--- src/rtl/dev_timer_pkg.sv ---
// Shared definitions for the DEVn programmable-interval timer responder.
package dev_timer_pkg;

  localparam int unsigned COUNT_W    = 32;
  localparam int unsigned PRESCALE_W = 16;
  localparam int unsigned BUS_W      = 32;

  localparam logic [BUS_W-1:0] REG_CTRL     = 32'h0000_0000;
  localparam logic [BUS_W-1:0] REG_COUNT    = 32'h0000_0004;
  localparam logic [BUS_W-1:0] REG_COMPARE  = 32'h0000_0008;
  localparam logic [BUS_W-1:0] REG_STATUS   = 32'h0000_000C;
  localparam logic [BUS_W-1:0] REG_PRESCALE = 32'h0000_0010;

  localparam int unsigned CTRL_EN          = 0;
  localparam int unsigned CTRL_IRQ_EN      = 1;
  localparam int unsigned CTRL_AUTO_RELOAD = 2;
  localparam int unsigned CTRL_CLR         = 3;

  localparam int unsigned STATUS_MATCH    = 0;
  localparam int unsigned STATUS_IRQ_PEND = 1;

  typedef enum logic {R_IDLE, R_PEND} resp_state_t;
  typedef enum logic {I_IDLE, I_PEND} irq_state_t;

  // Registers are word-aligned; the two low byte-address bits never select anything.
  function automatic logic [BUS_W-1:0] wordAlign(input logic [BUS_W-1:0] addr);
    return addr & ~BUS_W'(3);
  endfunction

endpackage

--- src/rtl/dev_timer_counter.sv ---
// Prescaler plus 32-bit COUNT with compare/match event; clear and load override the tick update.
module dev_timer_counter
  import dev_timer_pkg::*;
(
  input  logic                  iCLOCK,
  input  logic                  inRESET,
  input  logic                  iRESET_SYNC,
  input  logic                  iEnable,
  input  logic                  iAutoReload,
  input  logic [PRESCALE_W-1:0] iPrescale,
  input  logic [COUNT_W-1:0]    iCompare,
  input  logic                  iClear,
  input  logic                  iLoad,
  input  logic [COUNT_W-1:0]    iLoadValue,
  output logic [COUNT_W-1:0]    oCount,
  output logic                  oMatch_c
);

  logic [PRESCALE_W-1:0] prescaler;
  logic                  tick_c;

  assign tick_c   = iEnable && (prescaler == iPrescale);
  assign oMatch_c = tick_c && (oCount == iCompare);

  always_ff @(posedge iCLOCK or negedge inRESET) begin
    if (!inRESET) begin
      prescaler <= '0;
      oCount    <= '0;
    end else if (iRESET_SYNC) begin
      prescaler <= '0;
      oCount    <= '0;
    end else begin
      if (iClear) begin
        prescaler <= '0;
      end else if (iEnable) begin
        prescaler <= tick_c ? '0 : prescaler + PRESCALE_W'(1);
      end

      // A bus write to COUNT takes precedence over the tick in the same cycle.
      if (iClear) begin
        oCount <= '0;
      end else if (iLoad) begin
        oCount <= iLoadValue;
      end else if (tick_c) begin
        oCount <= (oMatch_c && iAutoReload) ? '0 : oCount + COUNT_W'(1);
      end
    end
  end

endmodule

--- src/rtl/dev_timer_responder.sv ---
// DEVn responder hosting a prescaled compare/match timer: address decode, register bank,
// read-response handshake and level IRQ held until acknowledged.
module dev_timer_responder
  import dev_timer_pkg::*;
#(
  parameter logic [PRESCALE_W-1:0] P_PRESCALE_RST = 16'h0000,
  parameter logic [COUNT_W-1:0]    P_COMPARE_RST  = 32'hFFFF_FFFF
) (
  input  logic             iCLOCK,
  input  logic             inRESET,
  input  logic             iRESET_SYNC,
  input  logic             iBUS_REQ,
  output logic             oBUS_BUSY,
  input  logic             iBUS_RW,
  input  logic [BUS_W-1:0] iBUS_ADDR,
  input  logic [BUS_W-1:0] iBUS_DATA,
  output logic             oBUS_REQ,
  input  logic             iBUS_BUSY,
  output logic [BUS_W-1:0] oBUS_DATA,
  output logic             oIRQ,
  input  logic             iIRQ_ACK
);

  resp_state_t           respState;
  irq_state_t            irqState;
  logic                  ctrlEn;
  logic                  ctrlIrqEn;
  logic                  ctrlAutoReload;
  logic [COUNT_W-1:0]    compareReg;
  logic [PRESCALE_W-1:0] prescaleReg;
  logic                  matchFlag;
  logic [COUNT_W-1:0]    count;
  logic                  match_c;

  logic [BUS_W-1:0] regAddr_c;
  logic             wrAcc_c;
  logic             rdAcc_c;
  logic             wrCtrl_c;
  logic             wrCount_c;
  logic             wrCompare_c;
  logic             wrStatus_c;
  logic             wrPrescale_c;
  logic             irqRaise_c;
  logic [BUS_W-1:0] readData_c;

  assign regAddr_c    = wordAlign(iBUS_ADDR);
  assign wrAcc_c      = iBUS_REQ && iBUS_RW && (respState == R_IDLE);
  assign rdAcc_c      = iBUS_REQ && !iBUS_RW && (respState == R_IDLE);
  assign wrCtrl_c     = wrAcc_c && (regAddr_c == REG_CTRL);
  assign wrCount_c    = wrAcc_c && (regAddr_c == REG_COUNT);
  assign wrCompare_c  = wrAcc_c && (regAddr_c == REG_COMPARE);
  assign wrStatus_c   = wrAcc_c && (regAddr_c == REG_STATUS);
  assign wrPrescale_c = wrAcc_c && (regAddr_c == REG_PRESCALE);
  assign irqRaise_c   = match_c && ctrlIrqEn;

  assign oBUS_BUSY = (respState == R_PEND);
  assign oBUS_REQ  = (respState == R_PEND) && !iBUS_BUSY;
  assign oIRQ      = (irqState == I_PEND);

  dev_timer_counter uCounter (
    .iCLOCK      (iCLOCK),
    .inRESET     (inRESET),
    .iRESET_SYNC (iRESET_SYNC),
    .iEnable     (ctrlEn),
    .iAutoReload (ctrlAutoReload),
    .iPrescale   (prescaleReg),
    .iCompare    (compareReg),
    .iClear      (wrCtrl_c && iBUS_DATA[CTRL_CLR]),
    .iLoad       (wrCount_c),
    .iLoadValue  (iBUS_DATA),
    .oCount      (count),
    .oMatch_c    (match_c)
  );

  // Read mux; unmapped addresses return zero but still get a response.
  always_comb begin
    readData_c = '0;
    case (regAddr_c)
      REG_CTRL: begin
        readData_c[CTRL_EN]          = ctrlEn;
        readData_c[CTRL_IRQ_EN]      = ctrlIrqEn;
        readData_c[CTRL_AUTO_RELOAD] = ctrlAutoReload;
      end
      REG_COUNT:    readData_c = count;
      REG_COMPARE:  readData_c = compareReg;
      REG_STATUS: begin
        readData_c[STATUS_MATCH]    = matchFlag;
        readData_c[STATUS_IRQ_PEND] = (irqState == I_PEND);
      end
      REG_PRESCALE: readData_c = BUS_W'(prescaleReg);
      default:      readData_c = '0;
    endcase
  end

  // Register bank; a fresh match wins over a write-1-to-clear of MATCH.
  always_ff @(posedge iCLOCK or negedge inRESET) begin
    if (!inRESET) begin
      ctrlEn         <= 1'b0;
      ctrlIrqEn      <= 1'b0;
      ctrlAutoReload <= 1'b0;
      compareReg     <= P_COMPARE_RST;
      prescaleReg    <= P_PRESCALE_RST;
      matchFlag      <= 1'b0;
    end else if (iRESET_SYNC) begin
      ctrlEn         <= 1'b0;
      ctrlIrqEn      <= 1'b0;
      ctrlAutoReload <= 1'b0;
      compareReg     <= P_COMPARE_RST;
      prescaleReg    <= P_PRESCALE_RST;
      matchFlag      <= 1'b0;
    end else begin
      if (wrCtrl_c) begin
        ctrlEn         <= iBUS_DATA[CTRL_EN];
        ctrlIrqEn      <= iBUS_DATA[CTRL_IRQ_EN];
        ctrlAutoReload <= iBUS_DATA[CTRL_AUTO_RELOAD];
      end
      if (wrCompare_c) begin
        compareReg <= iBUS_DATA;
      end
      if (wrPrescale_c) begin
        prescaleReg <= iBUS_DATA[PRESCALE_W-1:0];
      end
      if (match_c) begin
        matchFlag <= 1'b1;
      end else if (wrStatus_c && iBUS_DATA[STATUS_MATCH]) begin
        matchFlag <= 1'b0;
      end
    end
  end

  // Read response: data captured on accept and held until the core takes it.
  always_ff @(posedge iCLOCK or negedge inRESET) begin
    if (!inRESET) begin
      respState <= R_IDLE;
      oBUS_DATA <= '0;
    end else if (iRESET_SYNC) begin
      respState <= R_IDLE;
      oBUS_DATA <= '0;
    end else if (respState == R_IDLE) begin
      if (rdAcc_c) begin
        respState <= R_PEND;
        oBUS_DATA <= readData_c;
      end
    end else if (!iBUS_BUSY) begin
      respState <= R_IDLE;
    end
  end

  // Level IRQ; matches while pending are coalesced and a simultaneous match outranks ACK.
  always_ff @(posedge iCLOCK or negedge inRESET) begin
    if (!inRESET) begin
      irqState <= I_IDLE;
    end else if (iRESET_SYNC) begin
      irqState <= I_IDLE;
    end else if (irqState == I_IDLE) begin
      if (irqRaise_c) begin
        irqState <= I_PEND;
      end
    end else if (iIRQ_ACK && !irqRaise_c) begin
      irqState <= I_IDLE;
    end
  end

endmodule

--- config.mk ---
export PLATFORM = sky130hd
export DESIGN_NAME = dev_timer_responder
export DESIGN_NICKNAME = d
export VERILOG_FILES = /design/src/rtl/dev_timer_pkg.sv /design/src/rtl/dev_timer_counter.sv /design/src/rtl/dev_timer_responder.sv
export SDC_FILE = /design/constraint.sdc
export NUM_CORES = 1
export LEC_CHECK = 0
export ABC_CLOCK_PERIOD_IN_PS = 2500
export CORE_UTILIZATION = 55
export DETAILED_ROUTE_END_ITERATION = 6
export PLACE_DENSITY_LB_ADDON = 0.1
export SKIP_LAST_GASP = 1
export SLEW_MARGIN = 20
export SYNTH_ARGS = -nofsm -noshare
export SYNTH_HDL_FRONTEND = slang
export SYNTH_SLANG_ARGS = --single-unit
--- constraint.sdc ---
create_clock -name iCLOCK -period 2.5 [get_ports iCLOCK]
set_clock_uncertainty 0.05 [all_clocks]
set_input_delay 0.25 -clock iCLOCK [delete_from_list [all_inputs] [get_ports iCLOCK]]
set_output_delay 0.25 -clock iCLOCK [all_outputs]
set_load 0.005 [all_outputs]
# --- After elaboration in Yosys (flattened, before gate mapping) ---
# Index checks and enable logic that the tools add are counted.
op_classes:
  reduce_logical: 29
  bitwise: 1
  add_sub_neg: 2
  eq_ne: 7
  muxes: 36
ops:
  columns: ["op", "n"]
  rows:
  - ["$mux 32", 10]
  - ["$mux 16", 6]
  - ["$pmux 29 s3", 1]
  - ["$eq 30x2->1 const B", 2]
  - ["$add 32x1->32 const B", 1]
  - ["$eq 32x32->1", 1]
  - ["$logic_not 32->1", 1]
  - ["$eq 30x1->1 const B", 1]
  - ["$eq 30x3->1 const B", 1]
  - ["$logic_and 1x1->1", 17]
  - ["$mux 1", 17]
  - ["$add 16x1->16 const B", 1]
  - ["$eq 16x16->1", 1]
  - ["$pmux 2 s5", 1]
  - ["$reduce_bool 2->1", 4]
  - ["$reduce_bool 3->1", 2]
  - ["$pmux 1 s4", 1]
  - ["$reduce_bool 4->1", 1]
  - ["$logic_not 1->1", 3]
  - ["$ne 2x2->1 const B", 1]
  - ["$reduce_and 2->1", 1]
  - ["$not 1->1", 1]
word_totals:
  output_inout_bits: 35
  word_cells: 86
  inputBits: 71
  regBits: 134

# --- Logic depth before layout (Yosys ltp) ---
# Gate-level depths: netlist of the first run.
logic_depth:
  word_depth: 9
  mapped_depth: 10
  mapped_depth_nobuf: 8

# --- Hierarchy ---
# From an unflattened synthesis of the first run, not the netlist that was laid out.
hier_totals:
  hier_cells: 866
  area_unflattened_um2: 7861.3
by_module_without_submodules:
  columns: ["module", "seq_area_each_um2", "cells_per_inst", "area_per_inst_um2", "n_inst"]
  rows:
  - ["dev_timer_responder", 2192.1, 405, 4111.4, 1]
  - ["dev_timer_counter", 1201.2, 461, 3749.8, 1]

# --- Worst setup path before layout of the first run ---
# No wires, ideal clock.
synth_timing:
  path_type: "flip-flop to flip-flop"
  startpoint: "register uCounter.prescaler[4]"
  endpoint: "register uCounter.oCount[30]"
  arrival_ns: 2.150
  synth_period_minus_slack_ns: 2.287
  stages_incl_launch_ff: 9
  n_path_buf: 1
  slack_ns: 0.213
  setup_time_ns: 0.087
  required_ns: 2.363
  path_cell_list: "dfrtp_1 > buf_2 > xor2_1 > nor4_1 > nand2_1 > or4_4 > nor4b_2 > nand3_1 > o211ai_1"
synth_between:
  elab_chain_len: 9
  word_cells_on_any_way: 10
  cone_classes: "1 x eq/ne; 5 x mux; 4 x reduce/logical"
synth_rtl:
  columns: ["item", "line", "rtl"]
  rows:
  - ["start, declared", "dev_timer_counter.sv:19", "logic [PRESCALE_W-1:0] prescaler;"]
  - ["start signal, assigned", "dev_timer_counter.sv:36", "prescaler <= tick_c ? '0 : prescaler + PRESCALE_W'(1);"]
  - ["$eq 16x16->1 *", "dev_timer_counter.sv:22", "assign tick_c = iEnable && (prescaler == iPrescale);"]
  - ["$logic_and 1x1->1 *", "dev_timer_counter.sv:22", null]
  - ["$logic_and 1x1->1", "dev_timer_counter.sv:23", "assign oMatch_c = tick_c && (oCount == iCompare);"]
  - ["$logic_and 1x1->1", "dev_timer_counter.sv:45", "oCount <= (oMatch_c && iAutoReload) ? '0 : oCount + COUNT_W'(1);"]
  - ["$mux 32", "dev_timer_counter.sv:45", null]
  - ["$mux 32", "dev_timer_counter.sv:44", "end else if (tick_c) begin"]
  - ["$mux 32", "dev_timer_counter.sv:42", "end else if (iLoad) begin"]
  - ["$mux 32", "dev_timer_counter.sv:40", "if (iClear) begin"]
  - ["$mux 32", "dev_timer_counter.sv:29", "end else if (iRESET_SYNC) begin"]
  - ["end signal, assigned", "dev_timer_counter.sv:43", "oCount <= iLoadValue;"]
  - ["end signal, assigned", "dev_timer_counter.sv:45", null]
  - ["end, declared", "dev_timer_counter.sv:15", "output logic [COUNT_W-1:0] oCount,"]
# Mark *: on every way between the ends. The rest lies on a longest branch, timed or not. The select of a mux whose other input is x is not followed.
# A chain may end at the register's enable or synchronous reset.

# --- Worst setup path in the final report of the first run ---
layout_timing:
  startpoint: "register compareReg[14]"
  endpoint: "register uCounter.oCount[2]"
layout_between:
  elab_chain_len: 8
layout_rtl:
  columns: ["item", "line", "rtl"]
  rows:
  - ["start, declared", "dev_timer_responder.sv:29", "logic [COUNT_W-1:0] compareReg;"]
  - ["start signal, assigned", "dev_timer_responder.sv:118", "compareReg <= iBUS_DATA;"]
  - ["$eq 32x32->1", "dev_timer_counter.sv:23", null]
  - ["$logic_and 1x1->1", "dev_timer_counter.sv:23", null]
  - ["$logic_and 1x1->1", "dev_timer_counter.sv:45", null]
  - ["$mux 32", "dev_timer_counter.sv:45", null]
  - ["$mux 32", "dev_timer_counter.sv:44", null]
  - ["$mux 32", "dev_timer_counter.sv:42", null]
  - ["$mux 32", "dev_timer_counter.sv:40", null]
  - ["$mux 32", "dev_timer_counter.sv:29", null]
# No other way between the ends. The select of a mux whose other input is x is not followed.

==> flow_summary_export.csv, run 1 <==
group,metric,value,unit
critical_path,path_delay_family,"simple AND/OR/NAND/NOR gates",
timing,worst_pin_slew,0.924,ns
critical_path,path_cells,"xor2_1 -> nor4_1 -> nand2_2 -> nor4_4 -> buf_6 -> nor3b_4 -> buf_6 -> buf_12 -> a221o_1",
drt,drt_iter0_drc,676,
global_routing,grtUsageTotal,0.348,
synth,synth_cell_types,61,
timing,holdWs,0.309,ns
synth,synth_edf_count,0,
power_and_ir_drop,p_sw,1140,uW
layout,drive_gt1_frac,0.210,
synth,synth_cells,825,
synth,ys_seq_elements,134,
drt,ant_nets,0,
floorplan,start_util,0.567,
critical_path,path_class,"reg -> reg",
synth,yosys.area.top_type,"dfrtp_1",
timing,setup_tns,-0.784,ns
floorplan,core_region_area,0.0133,sq mm
synth,synth_top_area_frac,0.337,
layout,synthToLayoutAreaGrowth,36.1,%
drt,wl_per_cell,20.6,um
placement,placed_cell_area,0.00944,sq mm
flow_run,maxCapViolations,0,
critical_path,endpoint_kind,"flop",
power_and_ir_drop,power_density,490,mW/mm^2
critical_path,crit_path_start_kind,"flop",
power_and_ir_drop,p_int,3910,uW
clocking,htree_levels,4,
clocking,cts-root-buf,"clkbuf_16",
clocking,clockBufferDepth,2,
synth,async_flop_share,1.00,
min_path,hp-class,"in -> async",
critical_path,r2r_slack,-0.08,ns
placement,dp_hpwl,17.7,mm
synth,yosysMostFrequentCell,"nand2_1",
run_status,violations,"setup timing",
floorplan,rows,42,
timing,layout_setup_ws,-0.0807,ns
critical_path,crit_top_cell,"buf_6",
global_routing,grtUsageMet3,0.0814,
drt,dr_total_vias,7389,
layout,fin_area,0.0103,sq mm
synth,synth_ff_type,"dfrtp_1",
clocking,cts_buffers,17,
critical_path,critPathMaxStageDelay,0.55,ns
layout,post-route-util,0.772,
synth,synth_fp_nets,898,
critical_path,r2r_cells,9,
critical_path,arrival,2.83,ns
timing,rsz0062_at_grt,"true",
critical_path,crit_required,2.75,ns
global_routing,grt_overflow_total,0,
critical_path,timing.rr.end,"uCounter.oCount[2]",
timing,slew_violations,0,
floorplan,dieArea,0.0142,sq mm
power_and_ir_drop,p_clk_frac,0.507,
critical_path,crit-reg2reg-launch,"compareReg[14]",
critical_path,crit_slowest_cell,"dfstp_2",
clocking,clkTransAtPathRegs,0.06,ns
power_and_ir_drop,comb_power_share,0.063,
drt,via_per_inst,6.19,
timing,hold_viol_final,0,
layout,diodes,0,
layout,multi_input_area,0.00404,sq mm
synth,yosys-top-cells-area,"dfrtp_1 (34%), dfstp_2 (11%), nand2_1 (7.5%), xor2_1 (6.2%), mux2i_1 (5.0%)",
floorplan,ios,106,
power_and_ir_drop,irDropWorstVdd,0.465,mV
timing,finalSetupViolCount,13,
power_and_ir_drop,seqPwrFrac,0.431,
global_routing,grt_pass1_vias,7315,
synth,synthesis.area,0.00757,sq mm
global_routing,grt_max_degree,41,
synth,ys_seq_area_frac,0.448,
floorplan,die_x,119,um
synth,yosysWarnings,0,
layout,fill_cells,954,
placement,io_buffers,103,
critical_path,path_buf_inv,3,
drt,drt-pass1-iter-count,7,
floorplan,die_y,119,um
global_routing,antenna_found_initial,0,
global_routing,met1_usage,0.433,
layout,fin_nets,1078,
synth,avgSynthCellArea,9.18,sq um
placement,finalWeightedCongestion,0.947,
synth,synthTopCellsByCount,"nand2_1 (151), dfrtp_1 (102), o21ai_0 (63), xor2_1 (54), nor2_1 (47)",
global_routing,met2_usage,0.582,
timing,timing.final.crit_share,1.03,
power_and_ir_drop,p_sw_frac,0.226,
layout,seqCellArea,0.00339,sq mm
drt,drc,0,
timing,fin_crit,2.58,ns
clocking,clock_sinks,134,
clocking,cts_tree,"done",
power_and_ir_drop,p_leak,0.00430,uW
clocking,worstSkewPairLatency,0.42,ns
run_status,status,"complete, but fails checks",
timing,slew_headroom,0.382,
critical_path,path_max_fanout,7,
global_routing,grt_pass1_wl,38.1,mm
timing,max_freq,387,MHz
global_routing,top_usage_layer,"met2",
drt,routed_wl,24.6,mm
## worst register-to-register path, stage by stage (launching register included)
cell and delay (ns):
dfstp_2 0.55, xor2_1 0.12, nor4_1 0.34, nand2_2 0.16, nor4_4 0.40, buf_6 0.20, nor3b_4 0.06, buf_6 0.14
buf_12 0.14, a221o_1 0.30
## worst max path at each step
stage	startpoint	end	depth (start not counted)
2_1_floorplan	uCounter.prescaler[4]	uCounter.oCount[30]	8
3_3_place_gp	iBUS_ADDR[5]	uCounter.prescaler[10]	10
3_5_place_dp	iBUS_ADDR[5]	uCounter.prescaler[14]	10
4_1_cts	uCounter.prescaler[7]	uCounter.oCount[13]	8
5_1_grt	compareReg[14]	uCounter.oCount[7]	9
6_report	compareReg[14]	uCounter.oCount[2]	9
## kinds of logic (layout without fill, tap and decap cells)
group           count (synthesis)  count (layout)  synth area share
compound gates                176             176             0.152
xor+xnor                       61              61            0.0705
fa+ha+maj                       2               2           0.00330
buf+inv                        66             259            0.0383
flops                         134             134             0.448
mux                            38              38            0.0502
simple gates                  348             348             0.238
## power by group through the flow
stage | clock, uW | sequential, uW | combinational, uW
finish | 2560 | 2170 | 316
global route | 2660 | 2170 | 337
CTS | 2570 | 2170 | 312
detailed placement | 0 | 2210 | 309
global placement | 0 | 2210 | 303
floorplan | 0 | 2210 | 66.5
## layout make-up
class / count / share of cell area
inverters: 11 / 0.00400
multi-input cells: 625 / 0.392
flip-flops and latches: 134 / 0.329
clock inverters: 13 / 0.0153
well taps: 176 / 0.0214
clock buffers: 19 / 0.0430
repair buffers: 216 / 0.196
## flip-flops by register name, summed over array words and instances (netlist names)
| name | count |
|---|---|
| uCounter.prescaler | 16 |
| prescaleReg | 16 |
| matchFlag | 1 |
| ctrlAutoReload | 1 |
| ctrlEn | 1 |
| compareReg | 32 |
| oBUS_DATA | 32 |
| uCounter.oCount | 32 |
| ctrlIrqEn | 1 |
| oIRQ | 1 |
| oBUS_BUSY | 1 |
## through the flow
step | setup slack, ns | power [uW] | cells
final | -0.0807 | 5050 | 1194
after global routing | -0.128 | 5170 | 1194
after CTS | -0.0290 | 5050 | 1183
after detailed placement | -0.366 | 2520 | 1150
after global placement | -0.326 | 2510 | 1150
after floorplan | 0.213 | 2280 | 825
## layout by cell type (no fill, tap or decap), types with 7 or more instances in the layout
| cell type | n |
|---|---|
| a21oi_1 | 35 |
| a221o_1 | 11 |
| a222oi_1 | 13 |
| a22oi_1 | 21 |
| and3_1 | 15 |
| and4_1 | 7 |
| buf_12 | 8 |
| buf_4 | 99 |
| clkbuf_16 | 18 |
| clkdlybuf4s50_1 | 102 |
| dfrtp_1 | 101 |
| dfstp_2 | 32 |
| inv_1 | 10 |
| mux2i_1 | 38 |
| nand2_1 | 149 |
| nand2b_1 | 8 |
| nand3_1 | 33 |
| nand4_1 | 16 |
| nor2_1 | 44 |
| nor3_1 | 8 |
| nor3b_1 | 8 |
| nor4_1 | 13 |
| o21ai_0 | 59 |
| o21ai_1 | 11 |
| xor2_1 | 53 |
## what timing repair did
action | 4_1_cts | 5_1_grt
resized for setup | 2 | 29
gates cloned | 0 | 2
buffers inserted | 0 | 10
endpoints found under the setup margin | 19 | 35
hold buffers | 1 | 0
pin swaps | 0 | 18
hold endpoints to repair | 27 | 0
## routing by layer
metal	vias to the layer above	share of wire
met4	0	0.035
li1	3328	-
met1	3637	0.39
met3	66	0.079
met5	-	0
met2	358	0.49
Power figures use the tool's default switching activity.
==> run 2, diff against run 1 <==
Settings changed: ABC_CLOCK_PERIOD_IN_PS 2500 to 2900.
Clock period 2.5 ns to 2.9 ns, I/O delays scaled along.
==> run 2 against run 1 <==
Effect of this change:
- the run now ends clean
- non-clock buffer count is 69 lower
- count of clock-buffer cells in the layout is 5 higher
- die area stayed put
- register-to-register slack better by 0.17 ns
- sequential share of layout area is 2.6 points higher
- hold slack better by 0.038 ns
- critical path depth stayed put
- worst setup slack better by 0.17 ns
- clock power is 20% lower
- design area is 7.4% lower
- critical endpoint is now uCounter.oCount[17]
- highest routed layer unchanged
==> flow_summary_export.csv, run 2 (synthesis results as in run 1) <==
group,metric,value,unit
critical_path,path_buf_inv,2,
layout,seqCellArea,0.00339,sq mm
power_and_ir_drop,power_density,436,mW/mm^2
global_routing,grtUsageTotal,0.341,
clocking,cts-root-buf,"clkbuf_16",
critical_path,crit-reg2reg-launch,"uCounter.oCount[6]",
layout,drive_gt1_frac,0.135,
global_routing,grt_pass1_vias,7008,
clocking,clkTransAtPathRegs,0.06,ns
timing,timing.final.crit_share,0.967,
critical_path,path_cells,"xor2_1 -> nor4_1 -> nand2_1 -> nor4_2 -> buf_12 -> nor3b_2 -> buf_12 -> a21boi_0 -> nand3_1",
clocking,clock_sinks,134,
critical_path,critPathMaxStageDelay,0.46,ns
floorplan,rows,42,
drt,via_per_inst,6.23,
flow_run,maxCapViolations,0,
layout,diodes,0,
critical_path,crit_slowest_cell,"nor4_2",
layout,top_regs,"compareReg x32, oBUS_DATA x32, uCounter.oCount x32",
floorplan,core_region_area,0.0133,sq mm
layout,fin_nets,1009,
critical_path,crit_required,3.13,ns
drt,dr_total_vias,7004,
min_path,hp-class,"in -> async",
critical_path,path_max_fanout,23,
run_status,status,"finished clean",
timing,slew_violations,0,
critical_path,timing.rr.end,"uCounter.oCount[17]",
global_routing,grt_pass1_wl,37.4,mm
placement,io_buffers,103,
layout,fin_cells,1125,
critical_path,path_delay_family,"simple AND/OR/NAND/NOR gates",
critical_path,r2r_slack,0.09,ns
layout,fin_area,0.00955,sq mm
clocking,clockBufferDepth,2,
timing,hold_viol_final,0,
power_and_ir_drop,total_power,4160,uW
drt,drt_iter0_drc,785,
drt,ant_nets,0,
power_and_ir_drop,irDropWorstVdd,0.429,mV
timing,rsz0062_at_grt,"false",
clocking,cts_resized,0,
global_routing,grt_overflow_total,0,
timing,finalSetupViolCount,0,
critical_path,crit_path_start_kind,"flop",
layout,synthToLayoutAreaGrowth,26.0,%
layout,multi_input_area,0.00390,sq mm
timing,fin_crit,2.81,ns
timing,max_freq,356,MHz
clocking,cts_buffers,17,
critical_path,r2r_cells,9,
critical_path,crit_top_cell,"buf_12",
timing,slew_headroom,0.416,
global_routing,antenna_found_initial,0,
power_and_ir_drop,p_leak,0.00384,uW
critical_path,arrival,3.04,ns
layout,fill_cells,1010,
drt,drt-pass1-iter-count,5,
floorplan,die_x,119,um
drt,routed_wl,23.2,mm
global_routing,grt_max_degree,61,
drt,wl_per_cell,20.7,um
placement,dp_cells,1092,
floorplan,start_util,0.567,
floorplan,die_y,119,um
drt,drc,0,
floorplan,dieArea,0.0142,sq mm
clocking,htree_levels,4,
placement,dp_hpwl,16.8,mm
critical_path,path_class,"reg -> reg",
clocking,worstSkewPairLatency,0.42,ns
layout,final_cell_mix,"nand2_1 (151), dfrtp_1 (102), clkdlybuf4s50_1 (102)",
timing,worst_pin_slew,0.873,ns
layout,final_common_cell,"nand2_1",
critical_path,endpoint_kind,"flop",
placement,finalWeightedCongestion,0.955,
clocking,cts_tree,"done",
placement,placed_cell_area,0.00898,sq mm
timing,setup_tns,0,ns
floorplan,ios,106,
timing,holdWs,0.347,ns
[run 2: worst max-delay path by stage]
stage	start	to	slack, ns	cells after the start
after floorplan	iBUS_ADDR[26]	uCounter.oCount[11]	0.61	8
after global placement	iBUS_ADDR[5]	uCounter.prescaler[11]	0.04	10
after detailed placement	iBUS_ADDR[5]	uCounter.prescaler[5]	-0.04	9
after CTS	uCounter.oCount[6]	uCounter.oCount[17]	0.19	9
after global routing	uCounter.oCount[6]	uCounter.oCount[21]	0.04	9
final	uCounter.oCount[6]	uCounter.oCount[17]	0.09	9
[run 2: power by group]
| group | internal [uW] | leakage [uW] | switching, uW |
|---|---|---|---|
| Clock | 1240 | 0.000270 | 795 |
| Combinational | 112 | 0.00181 | 141 |
| Sequential | 1870 | 0.00176 | 0.902 |
| Total | 3230 | 0.00384 | 937 |
[run 2: area by class of cell]
class,instances,area share
multi-input combinational,625,0.409
inverter,11,0.00432
clock inverter,8,0.00773
sequential,134,0.355
clock buffer,24,0.0505
tap,176,0.0231
timing repair buffer,147,0.150
[run 2: metrics by stage]
stage	utilization	setup WS (ns)
after floorplan	-	0.606
after global placement	0.673	0.0425
after detailed placement	0.673	-0.0391
after CTS	0.715	0.195
after global routing	0.715	0.0423
final	0.715	0.0943
[run 2: per-layer routing]
layer | part of all wire | routed length, um | vias to the layer above | GRT usage
met5 | 0 | 0 | - | 0
met4 | 0.030 | 694 | 0 | 0.141
met3 | 0.071 | 1650 | 64 | 0.0694
met2 | 0.49 | 11400 | 331 | 0.551
met1 | 0.41 | 9530 | 3422 | 0.447
li1 | - | - | 3187 | -
[run 2: repair_timing]
item,in CTS,in global routing
hold buffers,1,0
setup buffers,0,0
setup endpoints to repair,0,0
endpoints found under the hold margin,38,0
==> run 3, diff against run 2 <==
Settings changed: GPL_TIMING_DRIVEN set to 0.
==> run 3 against run 2 <==
Effect of this change:
- combinational power is 2% higher
- first-iteration DRC count is 7.0% lower
- critical path type unchanged
- the flow now finishes with violations (DRC, setup timing)
- critical path depth is 1 lower
- count of clock-buffer cells in the layout stayed put
- final cell count is 1.5% higher
- core utilization is 0.075 points higher
- flip-flop and latch count stayed put
- die area stayed put
==> flow_summary_export.csv, run 3 (synthesis results as in run 1) <==
group,metric,value,unit
global_routing,grtUsageTotal,0.354,
power_and_ir_drop,power_density,455,mW/mm^2
floorplan,die_y,119,um
layout,fin_area,0.00956,sq mm
placement,io_buffers,103,
timing,max_freq,342,MHz
power_and_ir_drop,p_leak,0.00385,uW
critical_path,path_delay_family,"simple AND/OR/NAND/NOR gates",
timing,hold_viol_final,0,
drt,ant_nets,0,
global_routing,grt_pass1_wl,38.3,mm
clocking,worstSkewPairLatency,0.42,ns
placement,finalWeightedCongestion,0.932,
placement,dp_hpwl,17.4,mm
drt,wl_per_cell,21.4,um
critical_path,crit_slowest_cell,"nor4b_2",
critical_path,crit_path_start_kind,"flop",
critical_path,crit_required,3.19,ns
clocking,clock_sinks,134,
layout,final_common_cell,"nand2_1",
global_routing,grt_max_degree,92,
run_status,status,"complete, but fails checks",
critical_path,path_cells,"buf_2 -> xor2_1 -> nor4_1 -> nand2_1 -> or4_4 -> nor4b_2 -> nand3_1 -> o211ai_1",
flow_run,maxCapViolations,0,
critical_path,arrival,3.21,ns
clocking,cts-root-buf,"clkbuf_16",
clocking,cts_tree,"done",
timing,slew_headroom,0.435,
clocking,clockBufferDepth,2,
floorplan,core_region_area,0.0133,sq mm
floorplan,rows,42,
floorplan,ios,106,
timing,timing.final.crit_share,1.01,
layout,final_cell_mix,"nand2_1 (150), dfrtp_1 (102), clkdlybuf4s50_1 (102)",
power_and_ir_drop,irDropWorstVdd,0.395,mV
timing,slew_violations,0,
drt,dr_total_vias,7377,
timing,rsz0062_at_grt,"true",
critical_path,r2r_slack,-0.02,ns
layout,top_regs,"compareReg x32, oBUS_DATA x32, uCounter.oCount x32",
global_routing,antenna_found_initial,0,
run_status,violations,"DRC, setup timing",
drt,routed_wl,24.5,mm
drt,drt_iter0_drc,730,
drt,drt-pass1-iter-count,7,
clocking,cts_buffers,17,
floorplan,die_x,119,um
timing,worst_pin_slew,0.840,ns
layout,diodes,0,
timing,layout_setup_ws,-0.0245,ns
critical_path,endpoint_kind,"flop",
layout,drive_gt1_frac,0.119,
critical_path,path_max_fanout,8,
floorplan,start_util,0.567,
global_routing,grt_overflow_total,0,
timing,fin_crit,2.92,ns
timing,finalSetupViolCount,2,
placement,placed_cell_area,0.00886,sq mm
timing,setup_tns,-0.0406,ns
timing,holdWs,0.297,ns
min_path,hp-class,"in -> async",
critical_path,critPathMaxStageDelay,0.66,ns
floorplan,dieArea,0.0142,sq mm
critical_path,path_buf_inv,1,
critical_path,path_class,"reg -> reg",
drt,via_per_inst,6.46,
global_routing,grt_pass1_vias,7149,
clocking,htree_levels,4,
drt,drc,2,
clocking,clkTransAtPathRegs,0.06,ns
layout,synthToLayoutAreaGrowth,26.2,%
layout,fin_nets,1026,
run 3: changes by cell type in the layout (fill, tap and decap cells not counted), moves of 2 or more:
cell | before | now
buf_4 | 38 | 6
nor4_4 | 2 | 4
buf_6 | 0 | 3
clkbuf_2 | 0 | 4
clkbuf_1 | 4 | 35
buf_12 | 6 | 0
buf_2 | 0 | 13
bufinv_16 | 1 | 3
run 3: cell type report:
class                      count  area [sq um]
buffer                        54           254
clock buffer                  24           482
clock inverter                 8           121
fill                        1011          3790
inverter                      11          41.3
multi-input combinational    625          3940
sequential                   134          3390
tap                          176           220
timing repair buffer         110          1110
run 3: path summary, 6_finish.rpt:
path                                            start             endpoint  cells past startpoint
worst min-delay path                          inRESET               ctrlEn                      2
worst min register to register          oBUS_DATA[25]        oBUS_DATA[25]                      2
worst max register to register  uCounter.prescaler[4]  uCounter.oCount[30]                      8
max in group asynchronous                     inRESET       compareReg[13]                      3
worst max-delay path            uCounter.prescaler[4]  uCounter.oCount[30]                      8
min in group iCLOCK                     iBUS_DATA[22]  uCounter.oCount[22]                      3
run 3: routing by layer:
layer | wire [um] | global-route usage
met1 | 9520 | 0.453
met2 | 11700 | 0.562
met3 | 2210 | 0.0819
met4 | 1070 | 0.177
met5 | 0 | 0
run 3: metrics by stage:
step | std cells | power [uW] | setup slack, ns | utilization
finish | 1142 | 4350 | -0.0245 | 0.716
global route | 1142 | 4460 | -0.0582 | 0.716
CTS | 1138 | 4360 | 0.0369 | 0.711
detailed placement | 1105 | 2160 | -0.651 | 0.664
global placement | 1104 | 2150 | -3.76 | 0.661
floorplan | 825 | 1960 | 0.606 | -
run 3: worst register-to-register path: cells and delay by family (launching register included):
kind	cells	cell delay [ns]
AOI/OAI and AO/OA	1	0.19
xor gates and xnor gates	1	0.18
buffers and inverters	1	0.17
DFF	1	0.35
and+or+nand+nor	5	1.91
run 3: what timing repair did:
action                                  CTS  global route
pin swaps                                 0             3
hold buffers                              1             0
endpoints found under the hold margin    43             0
resized for setup                         5             9
endpoints found under the setup margin   22            41
setup buffers                             0             5
gates cloned                              0             0
run 3: report_power, final:
part,switching [uW],internal (uW)
logic,146,110
clock network,801,1420
registers,0.900,1870
total,948,3400
